--- src/rtl/alu_wb_sequencer.sv ---
// alu_wb_sequencer: multicycle IDLE->READ->EXEC->WB controller that feeds a
// 4x4 register file. Accepts one instruction over valid/ready, reads operands
// from r0..r3, computes a result and issues a one-cycle one-hot write enable.
// Ports: clk, reset (sync, active-high); instr_valid/instr_ready handshake;
// opcode, rdest, rsrc, imm instruction fields; r0..r3 register-file contents;
// alu_bus write data; reg_enable one-hot write strobe; busy; flags {C,Z}.
// Optional feature macro: ALU_FLAGS_EN (flags register; tied to 00 otherwise).
module alu_wb_sequencer #(
   parameter int WIDTH = 4
) (
   input  logic             clk,
   input  logic             reset,
   input  logic             instr_valid,
   output logic             instr_ready,
   input  logic [2:0]       opcode,
   input  logic [1:0]       rdest,
   input  logic [1:0]       rsrc,
   input  logic [WIDTH-1:0] imm,
   input  logic [WIDTH-1:0] r0,
   input  logic [WIDTH-1:0] r1,
   input  logic [WIDTH-1:0] r2,
   input  logic [WIDTH-1:0] r3,
   output logic [WIDTH-1:0] alu_bus,
   output logic [3:0]       reg_enable,
   output logic             busy,
   output logic [1:0]       flags
);

   typedef enum logic [1:0] {
      ST_IDLE,
      ST_READ,
      ST_EXEC,
      ST_WB
   } state_t;

   localparam logic [2:0] OP_ADD = 3'b000;
   localparam logic [2:0] OP_SUB = 3'b001;
   localparam logic [2:0] OP_AND = 3'b010;
   localparam logic [2:0] OP_OR  = 3'b011;
   localparam logic [2:0] OP_XOR = 3'b100;
   localparam logic [2:0] OP_MOV = 3'b101;
   localparam logic [2:0] OP_LDI = 3'b110;
   localparam logic [2:0] OP_NOP = 3'b111;

   state_t           state_q, state_d;
   logic [2:0]       op_q, op_d;
   logic [1:0]       rdest_q, rdest_d;
   logic [1:0]       rsrc_q, rsrc_d;
   logic [WIDTH-1:0] imm_q, imm_d;
   logic [WIDTH-1:0] a_q, a_d;
   logic [WIDTH-1:0] b_q, b_d;
   logic [WIDTH-1:0] bus_q, bus_d;
   logic [3:0]       en_q, en_d;
   logic [WIDTH-1:0] rd_val, rs_val, res;

   assign instr_ready = (state_q == ST_IDLE);
   assign busy        = (state_q != ST_IDLE);
   assign alu_bus     = bus_q;
   assign reg_enable  = en_q;

   always_comb begin
      rd_val = r0;
      unique case (rdest_q)
         2'd0: rd_val = r0;
         2'd1: rd_val = r1;
         2'd2: rd_val = r2;
         2'd3: rd_val = r3;
      endcase
      rs_val = r0;
      unique case (rsrc_q)
         2'd0: rs_val = r0;
         2'd1: rs_val = r1;
         2'd2: rs_val = r2;
         2'd3: rs_val = r3;
      endcase
   end

   // NOP recirculates the bus so the held value is never disturbed.
   always_comb begin
      res = bus_q;
      unique case (op_q)
         OP_ADD: res = a_q + b_q;
         OP_SUB: res = a_q - b_q;
         OP_AND: res = a_q & b_q;
         OP_OR:  res = a_q | b_q;
         OP_XOR: res = a_q ^ b_q;
         OP_MOV: res = b_q;
         OP_LDI: res = imm_q;
         OP_NOP: res = bus_q;
      endcase
   end

   always_comb begin
      state_d = state_q;
      op_d    = op_q;
      rdest_d = rdest_q;
      rsrc_d  = rsrc_q;
      imm_d   = imm_q;
      a_d     = a_q;
      b_d     = b_q;
      bus_d   = bus_q;
      en_d    = 4'b0000;
      unique case (state_q)
         ST_IDLE: begin
            if (instr_valid) begin
               op_d    = opcode;
               rdest_d = rdest;
               rsrc_d  = rsrc;
               imm_d   = imm;
               state_d = ST_READ;
            end
         end
         ST_READ: begin
            a_d     = rd_val;
            b_d     = rs_val;
            state_d = ST_EXEC;
         end
         ST_EXEC: begin
            // Strobe is registered here so it is high for the WB cycle only.
            if (op_q != OP_NOP) begin
               bus_d = res;
               en_d  = 4'b0001 << rdest_q;
            end
            state_d = ST_WB;
         end
         ST_WB: begin
            state_d = ST_IDLE;
         end
      endcase
   end

   always_ff @(posedge clk) begin
      if (reset) begin
         state_q <= ST_IDLE;
         op_q    <= '0;
         rdest_q <= '0;
         rsrc_q  <= '0;
         imm_q   <= '0;
         a_q     <= '0;
         b_q     <= '0;
         bus_q   <= '0;
         en_q    <= '0;
      end else begin
         state_q <= state_d;
         op_q    <= op_d;
         rdest_q <= rdest_d;
         rsrc_q  <= rsrc_d;
         imm_q   <= imm_d;
         a_q     <= a_d;
         b_q     <= b_d;
         bus_q   <= bus_d;
         en_q    <= en_d;
      end
   end

`ifdef ALU_FLAGS_EN
   logic [1:0] flags_q, flags_d;
   logic       carry, borrow, zero;

   // An add overflowed iff the wrapped sum is below an operand.
   assign carry  = (res < a_q);
   assign borrow = (a_q < b_q);
   assign zero   = (res == '0);

   always_comb begin
      flags_d = flags_q;
      if (state_q == ST_EXEC) begin
         unique case (op_q)
            OP_ADD: flags_d = {carry, zero};
            OP_SUB: flags_d = {borrow, zero};
            OP_AND,
            OP_OR,
            OP_XOR: flags_d = {1'b0, zero};
            default: flags_d = flags_q;
         endcase
      end
   end

   always_ff @(posedge clk) begin
      if (reset) flags_q <= 2'b00;
      else       flags_q <= flags_d;
   end

   assign flags = flags_q;
`else
   assign flags = 2'b00;
`endif

endmodule
--- config.mk ---
export PLATFORM = sky130hd
export DESIGN_NAME = alu_wb_sequencer
export DESIGN_NICKNAME = d
export VERILOG_FILES = /design/src/rtl/alu_wb_sequencer.sv
export SDC_FILE = /design/constraint.sdc
export NUM_CORES = 1
export LEC_CHECK = 0
export BUFFER_PORTS_ARGS = -buffer_cell sky130_fd_sc_hd__buf_2
export CAP_MARGIN = 20
export CORE_UTILIZATION = 54
export DETAILED_ROUTE_END_ITERATION = 10
export HOLD_SLACK_MARGIN = 0.03
export PLACE_DENSITY = 0.8
export SKIP_LAST_GASP = 1
export SLEW_MARGIN = 5
export SYNTH_ARGS = -nofsm -noshare
export SYNTH_HDL_FRONTEND = slang
export SYNTH_SLANG_ARGS = --single-unit
--- constraint.sdc ---
create_clock -name clk -period 2.7 [get_ports clk]
set_clock_uncertainty 0.1 [all_clocks]
set_input_delay 0.405 -clock clk [delete_from_list [all_inputs] [get_ports clk]]
set_output_delay 0.405 -clock clk [all_outputs]
set_load 0.01 [all_outputs]
After elaboration in Yosys (flattened, before gate mapping)
Index checks and enable logic that the tools add are counted.

word-level totals
  memories = 0
  input port bits = 30
  memory bits (read-only) = 0
  latch bits = 0
  RAM bits = 0
  bits in registers = 29
  output and inout port bits = 12
  word-level logic and storage cells = 49

operators by class
  multiply operators = 0
  reductions and logical operators = 8
  equality and inequality tests = 18
  bitwise gates (word level) = 6
  magnitude comparators = 0
  divide/modulo/power cells = 0
  add/sub/neg operators = 2
  shift operators = 1
  multiplexer cells = 5

operators by type and width
  operator                                         number
  case mux 4 bit (4 select lines)                  2
  case mux 4 bit (7 select lines)                  1
  == test 2 bit, second input constant             6
  == test 3 bit, second input constant             4
  case mux 2 bit (4 select lines)                  1
  == test 2 x 1 -> 1 bit, second input constant    3
  == test 3 x 2 -> 1 bit, second input constant    2
  logical NOT 2 bit                                3
  adder 4 bit                                      1
  bitwise AND 4 bit                                1
  OR 4 bit                                         1
  << shifter 1 x 2 -> 4 bit, first input constant  1
  subtractor 4 bit                                 1
  bitwise XOR 4 bit                                1
  == test 3 x 1 -> 1 bit, second input constant    1
  logical NOT 3 bit                                1
  != test 3 bit, second input constant             1
  inverter 1 bit                                   3
  AND reduction 3 bit                              1
  OR reduction 3 bit                               1
  2-to-1 mux 2 bit                                 1
  != test 2 bit, second input constant             1
  AND reduction 2 bit                              1
  nonzero test 2 bit                               1

Depth between registers and ports, before layout
Gate-level depths: netlist of run 1.

  depth in word-level cells = 3
  gate-level depth with buffers = 11
  gate-level depth less buffers = 10

Least setup slack after synthesis of run 1
Ideal clock, no wire load.

  path kind = flip-flop to flip-flop
  start point = reg op_q[0]
  end point = reg bus_q[3] (netlist: alu_bus[3])
  cell stages (with the launch flop) = 11
  library setup time = 0.079 ns
  path slack = 0.692 ns
  data required time = 2.521 ns
  buffers on the path = 2
  clock period less this slack = 2.008 ns
  data arrival time = 1.828 ns
  cells stage by stage = dfxtp_1 -> buf_6 -> buf_6 -> nand2_1 -> o21ai_0 -> inv_1 -> ha_1 -> a21o_1 -> a21oi_1 -> xnor2_1 -> a211oi_2

on the way
  cells in the longest elaborated chain, start to end = 3
  elaborated cells on any way between the ends = 12
  classes of those cells = eq/ne: 8; mux: 1; bitwise: 1; reduce/logical: 2

RTL lines
  item                                                                     line  source
  start, declared                                                          46    logic [2:0] op_q, op_d;
  start signal, assigned                                                   145   op_q <= op_d;
  branches (longest 3 deep; another with case mux 4 bit (7 select lines))  --
  end signal, assigned                                                     151   bus_q <= bus_d;
  end, declared                                                            52    logic [WIDTH-1:0] bus_q, bus_d;

Several ways; the timed one is not identified.
A chain may end at the register's enable or synchronous reset.

Worst setup path after layout of run 1
  start point = reg b_q[0]
  end point = reg bus_q[3] (netlist: alu_bus[3])

on the way
  cells in the longest elaborated chain, start to end = 2
  elaborated cells on any way between the ends = 3
  classes of those cells = add/sub: 2; mux: 1

RTL lines
  item                                             line    source
  start, declared                                  51      logic [WIDTH-1:0] b_q, b_d;
  start signal, assigned                           140     b_q <= '0;
  start signal, assigned                           150     b_q <= b_d;
  subtractor 4 bit or adder 4 bit (tied branches)  83, 82
  case mux 4 bit (7 select lines) *                81      unique case (op_q)

Every way passes the cells marked *; elsewhere a longest branch is shown, timed or not.

==> out/summary.log, run 1 <==
[status] status finished clean
[sta] fin. max-slew vios 0
[global_routing] wire length of the first global-routing pass 6200 um
[drt] violation count after the first detailed-route iteration 59
[yosys] number of storage elements in the synthesis netlist 29
[clocking] Root Buffer Master sky130_fd_sc_hd__clkbuf_4
[drt] average wire per standard cell 12.8 um
[drt] total via count after detailed routing 1531
[worst_hold_path] Hold Crit Endpoint imm_q[0]$_SDFFE_PP0P_
[yosys] Seq/Total Area, Yosys 0.315
[global_routing] layer with the highest usage met2
[drt] number of iterations in the first detailed-routing pass 4
[pwr] switching part of the total 0.398
[sta] setup TNS after final layout 0 ps
[pwr] Power Dens Cells 941 nW/um^2
[yosys] most frequently used cell type in the post-synthesis netlist sky130_fd_sc_hd__nand2_1
[global_routing] global routing met3 resource utilization 0.0554
[drt] Vias per Instance 5.33
[worst_setup_path] worst endpoint data arrival time 2340 ps
[pwr] share of power burned in the clock network 0.171
[clocking] sink count of the clock tree 29
[worst_hold_path] class of the tightest hold or removal check primary input to register
[layout] non-filler cells, final 287
[clocking] CTS-repair resized insts 0
[pwr] combinational group share of total power 0.506
[sta] Hold WS 211 ps
[die] I/O pin total 42
[die] width of the chip 60.4 um
[clocking] H-tree Lvls 2
[layout] Core Util, Final 0.663
[sta] worst max-slew margin expressed relative to the limit 0.651
[die] height of the die 60.4 um
[yosys] Syn Inst Count 209
[yosys] ys async rst share 0
[global_routing] GR Util All Layers 0.234
[clocking] CTS tree done
[sta] RSZ-0062 raised after global routing false
[worst_setup_path] endpoint kind of the worst setup timing path register
[clocking] buffers inserted by post-CTS timing repair 0
[pwr] sequential cell fraction of total power 0.323
[drt] DRC 0
[clocking] clock latency on the worst-skew pair 320 ps
[layout] number of nets in the layout 289
[clocking] Post-CTS Hold Buffers 0
[layout] share of post-route cells with drive strength above 1 0.267
[worst_setup_path] required time at the worst-slack endpoint 2850 ps
[sta] maximum clock frequency 456 MHz
[sta] final critical-path required period 2190 ps
[pwr] reported net switching power 782 uW
[die] number of rows in the core area 20
[global_routing] vias in the first global route 1390
[worst_setup_path] destination of the worst register-to-register timing path alu_bus[3]$_SDFFE_PP0N_
[yosys] Yosys top cell area share 0.315
[layout] synth-to-layout area growth 13.3%
[yosys] count of different cell masters after synthesis 40
[clocking] total CTS buffers 5
[run] max-capacitance violation count 0
[yosys] most instantiated flip-flop cell in the synthesis netlist sky130_fd_sc_hd__dfxtp_1
[pwr] peak supply drop 523 uV
[yosys] Post-synth EDFFs 0
[global_routing] residual overflow from global routing 0
[yosys] synthesized area per cell 8.82 um^2
[yosys] cell type contributing the most total cell area after synthesis sky130_fd_sc_hd__dfxtp_1
[worst_hold_path] launch instance of the worst min-delay path imm[0]
[worst_setup_path] element type at the critical path start register
[worst_setup_path] setup slack, reg-to-reg 510 ps
[sta] final period utilization 0.811
[place] routability congestion estimate 0.879
[place] half-perimeter wire length of the detailed placement result 2870 um
[worst_hold_path] Hold Path Cell Cnt 3
[global_routing] GRT met2 Usage 0.375
[layout] sequential cell area in the final layout 581 um^2
[die] initial cell density of the core 0.585
[die] core outline area 3150 um^2
[worst_setup_path] Crit Reg-Reg Startpoint b_q[0]$_SDFFE_PP0N_
[yosys] yosys warns 0
[layout] Diodes inserted 0
[yosys] combined area of all synthesized cells 1840 um^2
[pwr] Leak Pwr 0.000892 uW
[global_routing] met1 demand-to-capacity share in global routing 0.309
[pwr] P_int 1180 uW
[drt] Antenna Nets Post-Route 0
[clocking] clock slew at reported path FFs 90 ps
[yosys] top cells by instance count after synthesis 32 x sky130_fd_sc_hd__nand2_1, 29 x sky130_fd_sc_hd__dfxtp_1, 23 x sky130_fd_sc_hd__a21oi_1
[yosys] largest cells by area after synthesis sky130_fd_sc_hd__dfxtp_1 31%, sky130_fd_sc_hd__ha_1 10%, sky130_fd_sc_hd__mux4_2 9.8%, sky130_fd_sc_hd__nand2_1 6.5%, sky130_fd_sc_hd__a21oi_1 6.2%
[sta] number of setup violations in the final report 0
[sta] final-report hold violation count 0
[worst_setup_path] r2r worst-path depth 10
[place] Cell Count Post-Placement 280
[layout] area taken by multi-input logic gates 1110 um^2
[place] Port Buffers 39
[worst_setup_path] critical path fanouts, max 5
[clocking] CTS Buffer Depth 2
[layout] Filler Cells Inserted 296
[drt] detailed-route wire length 3680 um
[sta] worst slew pin tran 510 ps
[worst_setup_path] category of the critical setup timing path register to register
[global_routing] largest net degree at the start of global routing 28
[global_routing] initial antenna violation count 0
[die] die area 3650 um^2
-- stage by stage --
| step | setup slack, ps | power [uW] | instance area [um^2] |
|---|---|---|---|
| 3_3_place_gp | 620 | 1610 | 2020 |
| 6_report | 509 | 1970 | 2090 |
| 2_1_floorplan | 692 | 1430 | 1850 |
| 4_1_cts | 506 | 1970 | 2090 |
| 3_5_place_dp | 537 | 1640 | 2020 |
| 5_1_grt | 357 | 2130 | 2090 |
-- final cells by class --
class	count	share of cell area
Multi-Input combinational cell	150	0.530
Clock buffer	5	0.0180
Clock inverter	2	0.0168
Inverter	15	0.0269
Timing Repair Buffer	42	0.104
Sequential cell	29	0.278
Tap cell	44	0.0263
-- critical path, stage by stage, from the launching register on --
cell	delay, ps
sky130_fd_sc_hd__dfxtp_1	400
sky130_fd_sc_hd__inv_1	100
sky130_fd_sc_hd__ha_1	290
sky130_fd_sc_hd__nand2_1	40
sky130_fd_sc_hd__o21ai_0	140
sky130_fd_sc_hd__inv_1	100
sky130_fd_sc_hd__ha_1	280
sky130_fd_sc_hd__a21o_1	170
sky130_fd_sc_hd__a21oi_1	180
sky130_fd_sc_hd__xnor2_1	100
sky130_fd_sc_hd__a211oi_2	210
-- routing by layer --
metal / vias to the layer above / part of all wire
li1: 778 / -
met1: 710 / 0.46
met2: 34 / 0.49
met3: 9 / 0.036
met4: 0 / 0.016
met5: - / 0
-- sequential cells by signal, summed over array words and instances (netlist names) --
register    count
a_q             4
alu_bus         4
b_q             4
imm_q           4
op_q            3
rdest_q         2
reg_enable      4
rsrc_q          2
state_q         2
-- worst max-delay path by stage --
| stage | endpoint | cells after the start | start |
|---|---|---|---|
| detailed placement | alu_bus[3]$_SDFFE_PP0N_ | 10 | b_q[0]$_SDFFE_PP0N_ |
| global route | alu_bus[3]$_SDFFE_PP0N_ | 10 | b_q[0]$_SDFFE_PP0N_ |
| global placement | alu_bus[3]$_SDFFE_PP0N_ | 10 | b_q[0]$_SDFFE_PP0N_ |
| finish | alu_bus[3]$_SDFFE_PP0N_ | 10 | b_q[0]$_SDFFE_PP0N_ |
| CTS | alu_bus[3]$_SDFFE_PP0N_ | 10 | b_q[0]$_SDFFE_PP0N_ |
| floorplan | alu_bus[3]$_SDFFE_PP0N_ | 10 | op_q[0]$_SDFFE_PP0P_ |
-- placed cells by master, fill, tap and decap left out, drive strengths merged, types with 2 or more instances in the layout --
| cell type | n |
|---|---|
| buf | 42 |
| dfxtp | 29 |
| mux4 | 8 |
| a21o | 2 |
| o21ai | 6 |
| a21oi | 23 |
| o22ai | 2 |
| xnor2 | 4 |
| clkbuf | 5 |
| nand2 | 33 |
| mux2i | 10 |
| conb | 2 |
| nand2b | 6 |
| nor2 | 20 |
| a211oi | 3 |
| nor2b | 2 |
| ha | 15 |
| inv | 15 |
-- logic make-up after synthesis --
| family | synth area share |
|---|---|
| AND/OR/NAND/NOR | 0.157 |
| AO/OA/AOI/OAI | 0.147 |
| buffers and inverters | 0.0868 |
| flip-flops | 0.315 |
| multiplexers | 0.152 |
| adder cells (fa/ha/maj) | 0.113 |
| XOR/XNOR | 0.0278 |
| other | 0.00203 |
-- power by group through the flow --
stage	clock (uW)	combinational (uW)	sequential (uW)
after floorplan	0	818	615
after global placement	0	969	643
after detailed placement	0	993	646
after CTS	341	998	636
after global routing	364	1110	653
final	336	994	635
No activity file was read; power rests on OpenSTA's default activity.
==> run 2: changes to the inputs <==
--- a/config.mk
+++ b/config.mk
@@ -5,12 +5,13 @@
 export SDC_FILE = /design/constraint.sdc
 export NUM_CORES = 1
 export LEC_CHECK = 0
+export ABC_AREA = 1
 export BUFFER_PORTS_ARGS = -buffer_cell sky130_fd_sc_hd__buf_2
 export CAP_MARGIN = 20
-export CORE_UTILIZATION = 54
+export CORE_UTILIZATION = 49
 export DETAILED_ROUTE_END_ITERATION = 10
 export HOLD_SLACK_MARGIN = 0.03
-export PLACE_DENSITY = 0.8
+export PLACE_DENSITY = 0.76
 export SKIP_LAST_GASP = 1
 export SLEW_MARGIN = 5
 export SYNTH_ARGS = -nofsm -noshare
==> constraint.sdc (replaced) <==
create_clock -name clk -period 1.9 [get_ports clk]
set_clock_uncertainty 0.1 [all_clocks]
set_input_delay 0.285 -clock clk [delete_from_list [all_inputs] [get_ports clk]]
set_output_delay 0.285 -clock clk [all_outputs]
set_load 0.01 [all_outputs]
==> run 2 against run 1 <==
  * Worst hold slack got worse by 71 ps
  * Area after synthesis increased by 2.5%
  * Maximum frequency increased by 19%
  * Combinational power increased by 90%
  * Setup slack got worse by 450 ps
  * Wire length increased by 15%
  * Critical path depth increased by 2
  * Die area increased by 13%
  * Power increased by 80%
  * First-iteration DRC count increased by 86%
  * Critical endpoint unchanged
  * Critical path type unchanged
  * Via count increased by 21%
==> out/summary.log, run 2 <==
[yosys] cell type contributing the most total cell area after synthesis sky130_fd_sc_hd__dfxtp_1
[sta] final-report hold violation count 0 [unchanged]
[clocking] CTS tree done
[pwr] peak supply drop 864 uV [+65%]
[yosys] top cells by instance count after synthesis 44 x sky130_fd_sc_hd__nand2_1, 38 x sky130_fd_sc_hd__inv_1, 29 x sky130_fd_sc_hd__a21oi_1, 29 x sky130_fd_sc_hd__dfxtp_1, 26 x sky130_fd_sc_hd__o21ai_0
[worst_setup_path] worst endpoint data arrival time 1960 ps [-380 ps]
[die] core outline area 3690 um^2 [+17%]
[clocking] clock latency on the worst-skew pair 280 ps [-40 ps]
[die] initial cell density of the core 0.513 [-0.0724]
[pwr] combinational group share of total power 0.534 [+0.028]
[pwr] Leak Pwr 0.00111 uW [+24%]
[yosys] Yosys top cell area share 0.307 [-0.00771]
[pwr] Power Dens Cells 1540 nW/um^2 [+64%]
[sta] final critical-path required period 1850 ps [-345 ps]
[clocking] clock slew at reported path FFs 60 ps [-30 ps]
[die] width of the chip 64.1 um [+6.1%]
[yosys] largest cells by area after synthesis sky130_fd_sc_hd__dfxtp_1 31%, sky130_fd_sc_hd__ha_1 9.9%, sky130_fd_sc_hd__nand2_1 8.7%, sky130_fd_sc_hd__a21oi_1 7.7%, sky130_fd_sc_hd__inv_1 7.5%
[drt] DRC 0 [unchanged]
[layout] number of nets in the layout 352 [+22%]
[run] max-capacitance violation count 0 [unchanged]
[global_routing] initial antenna violation count 0 [unchanged]
[yosys] yosys warns 0 [unchanged]
[pwr] share of power burned in the clock network 0.189 [+0.018]
[worst_setup_path] required time at the worst-slack endpoint 2010 ps [-840 ps]
[drt] average wire per standard cell 11.9 um [-6.9%]
[worst_setup_path] r2r worst-path depth 12 [+2]
[sta] number of setup violations in the final report 0 [unchanged]
[sta] maximum clock frequency 542 MHz [+19%]
[yosys] number of storage elements in the synthesis netlist 29 [unchanged]
[global_routing] largest net degree at the start of global routing 22 [-21%]
[layout] Filler Cells Inserted 345 [+17%]
[die] number of rows in the core area 22 [+10%]
[yosys] count of different cell masters after synthesis 34 [-15%]
[pwr] reported net switching power 1540 uW [+97%]
[worst_hold_path] class of the tightest hold or removal check primary input to register
[yosys] most instantiated flip-flop cell in the synthesis netlist sky130_fd_sc_hd__dfxtp_1
[worst_setup_path] setup slack, reg-to-reg 50 ps [-450 ps]
[drt] total via count after detailed routing 1852 [+21%]
[drt] violation count after the first detailed-route iteration 110 [+86%]
[sta] worst max-slew margin expressed relative to the limit 0.636 [-0.0154]
[worst_hold_path] Hold Crit Endpoint alu_bus[2]$_SDFFE_PP0N_
[sta] final period utilization 0.971 [+0.160]
[worst_setup_path] critical path fanouts, max 3 [-2]
[status] status finished clean
[die] die area 4110 um^2 [+13%]
[global_routing] vias in the first global route 1594 [+15%]
[yosys] ys async rst share 0 [unchanged]
[layout] share of post-route cells with drive strength above 1 0.267 [-0.000389]
[layout] most frequent standard cell in the layout excluding fill and tap cells sky130_fd_sc_hd__nand2_1
[layout] Diodes inserted 0 [unchanged]
[worst_setup_path] element type at the critical path start register
[worst_setup_path] category of the critical setup timing path register to register
[clocking] Root Buffer Master sky130_fd_sc_hd__clkbuf_8
[yosys] synthesized area per cell 7.27 um^2 [-18%]
[place] setup slack at placement 4.55 ps [-533 ps]
[clocking] H-tree Lvls 2 [unchanged]
[clocking] Post-CTS Hold Buffers 0 [unchanged]
[yosys] Seq/Total Area, Yosys 0.307 [-0.00771]
[place] routability congestion estimate 0.942 [+7.2%]
[pwr] P_int 1990 uW [+68%]
[sta] fin. max-slew vios 0 [unchanged]
[drt] number of iterations in the first detailed-routing pass 4 [unchanged]
[yosys] Syn Inst Count 260 [+24%]
[yosys] most frequently used cell type in the post-synthesis netlist sky130_fd_sc_hd__nand2_1
[die] I/O pin total 42 [unchanged]
[die] height of the die 64.1 um [+6.1%]
[yosys] combined area of all synthesized cells 1890 um^2 [+2.5%]
[global_routing] wire length of the first global-routing pass 7000 um [+13%]
[global_routing] residual overflow from global routing 0 [unchanged]
[sta] final worst-path setup slack 54.6 ps [-455 ps]
[worst_hold_path] launch instance of the worst min-delay path reset
[pwr] sequential cell fraction of total power 0.277 [-0.046]
[yosys] Post-synth EDFFs 0 [unchanged]
[sta] setup TNS after final layout 0 ps [unchanged]
[clocking] buffers inserted by post-CTS timing repair 0 [unchanged]
[worst_setup_path] Crit Reg-Reg Startpoint b_q[1]$_SDFFE_PP0N_
[place] half-perimeter wire length of the detailed placement result 3380 um [+18%]
[layout] most frequent cells in the layout 44 x sky130_fd_sc_hd__nand2_1, 39 x sky130_fd_sc_hd__buf_2, 36 x sky130_fd_sc_hd__inv_1
[clocking] total CTS buffers 5 [unchanged]
[drt] detailed-route wire length 4230 um [+15%]
[place] Port Buffers 39 [unchanged]
[drt] Antenna Nets Post-Route 0 [unchanged]
[worst_hold_path] Hold Path Cell Cnt 2 [-1]
[sta] worst slew pin tran 545 ps [+35.0 ps]
[layout] synth-to-layout area growth 21.4%
[clocking] sink count of the clock tree 29 [unchanged]
[clocking] CTS Buffer Depth 2 [unchanged]
[pwr] post-layout total power 3530 uW [+80%]
[drt] Vias per Instance 5.22 [-2.2%]
[sta] RSZ-0062 raised after global routing true
[pwr] switching part of the total 0.436 [+0.0385]
[worst_setup_path] endpoint kind of the worst setup timing path register
[worst_setup_path] destination of the worst register-to-register timing path alu_bus[3]$_SDFFE_PP0N_
[global_routing] GR Util All Layers 0.225 [-0.00874]
-- run 2: kinds of logic after synthesis --
family | synth area share
and+or+nand+nor | 0.233
AOI/OAI and AO/OA | 0.210
buffers and inverters | 0.128
DFF | 0.307
adders and majority gates | 0.110
xor gates and xnor gates | 0.00927
other | 0.00198
-- run 2: worst max-delay path: stages, from the launching register on --
cell and delay [ps]:
sky130_fd_sc_hd__dfxtp_2 330, sky130_fd_sc_hd__inv_2 50, sky130_fd_sc_hd__ha_4 150, sky130_fd_sc_hd__a21oi_4 110, sky130_fd_sc_hd__xor2_1 180, sky130_fd_sc_hd__ha_1 300, sky130_fd_sc_hd__a21oi_2 140, sky130_fd_sc_hd__nand2_1 80
sky130_fd_sc_hd__inv_1 50, sky130_fd_sc_hd__nand2_1 40, sky130_fd_sc_hd__nand3_1 60, sky130_fd_sc_hd__nand2_1 60, sky130_fd_sc_hd__a21oi_1 130
-- run 2: power by group through the flow --
stage	registers, uW	logic (uW)	clock network, uW
floorplan	958	1370	0
global placement	977	1750	0
detailed placement	980	1790	0
CTS	968	1800	683
global route	1010	2150	733
finish	980	1890	668
-- run 2: repair_timing --
item,4_1_cts,5_1_grt
resized for setup,1,11
endpoints found under the hold margin,0,0
pin swaps,0,7
setup endpoints to repair,1,3
-- run 2: metrics by stage --
stage                     cell area, um^2  hold slack (ps)  cells   util
after floorplan                      1890              247    261      -
after global placement               2140              350    347  0.580
after detailed placement             2140              356    347  0.580
after CTS                            2260              140    355  0.613
after global routing                 2300              142    355  0.622
final                                2300              139    355  0.622
-- run 2: worst max path at each step --
stage,end,from,depth (start not counted)
2_1_floorplan,alu_bus[2]$_SDFFE_PP0N_,b_q[0]$_SDFFE_PP0N_,9
3_3_place_gp,alu_bus[2]$_SDFFE_PP0N_,b_q[0]$_SDFFE_PP0N_,9
3_5_place_dp,alu_bus[2]$_SDFFE_PP0N_,b_q[0]$_SDFFE_PP0N_,9
4_1_cts,alu_bus[3]$_SDFFE_PP0N_,b_q[0]$_SDFFE_PP0N_,12
5_1_grt,alu_bus[3]$_SDFFE_PP0N_,b_q[1]$_SDFFE_PP0N_,12
6_report,alu_bus[3]$_SDFFE_PP0N_,b_q[1]$_SDFFE_PP0N_,12
-- run 2: area by class of cell --
type	instances	area, um^2	share of cell area
clock buffer	6	82.6	0.0360
clock inverter	2	37.5	0.0163
inverter	43	166	0.0725
multi-input combinational	179	1100	0.480
sequential	29	584	0.254
tap	48	60.1	0.0262
timing repair buffer	48	263	0.114
-- run 2: metal layers --
layer / global-route usage / wire, um
met1: 0.299 / 2020
met2: 0.340 / 1880
met3: 0.0482 / 208
met4: 0.117 / 125
met5: 0 / 0
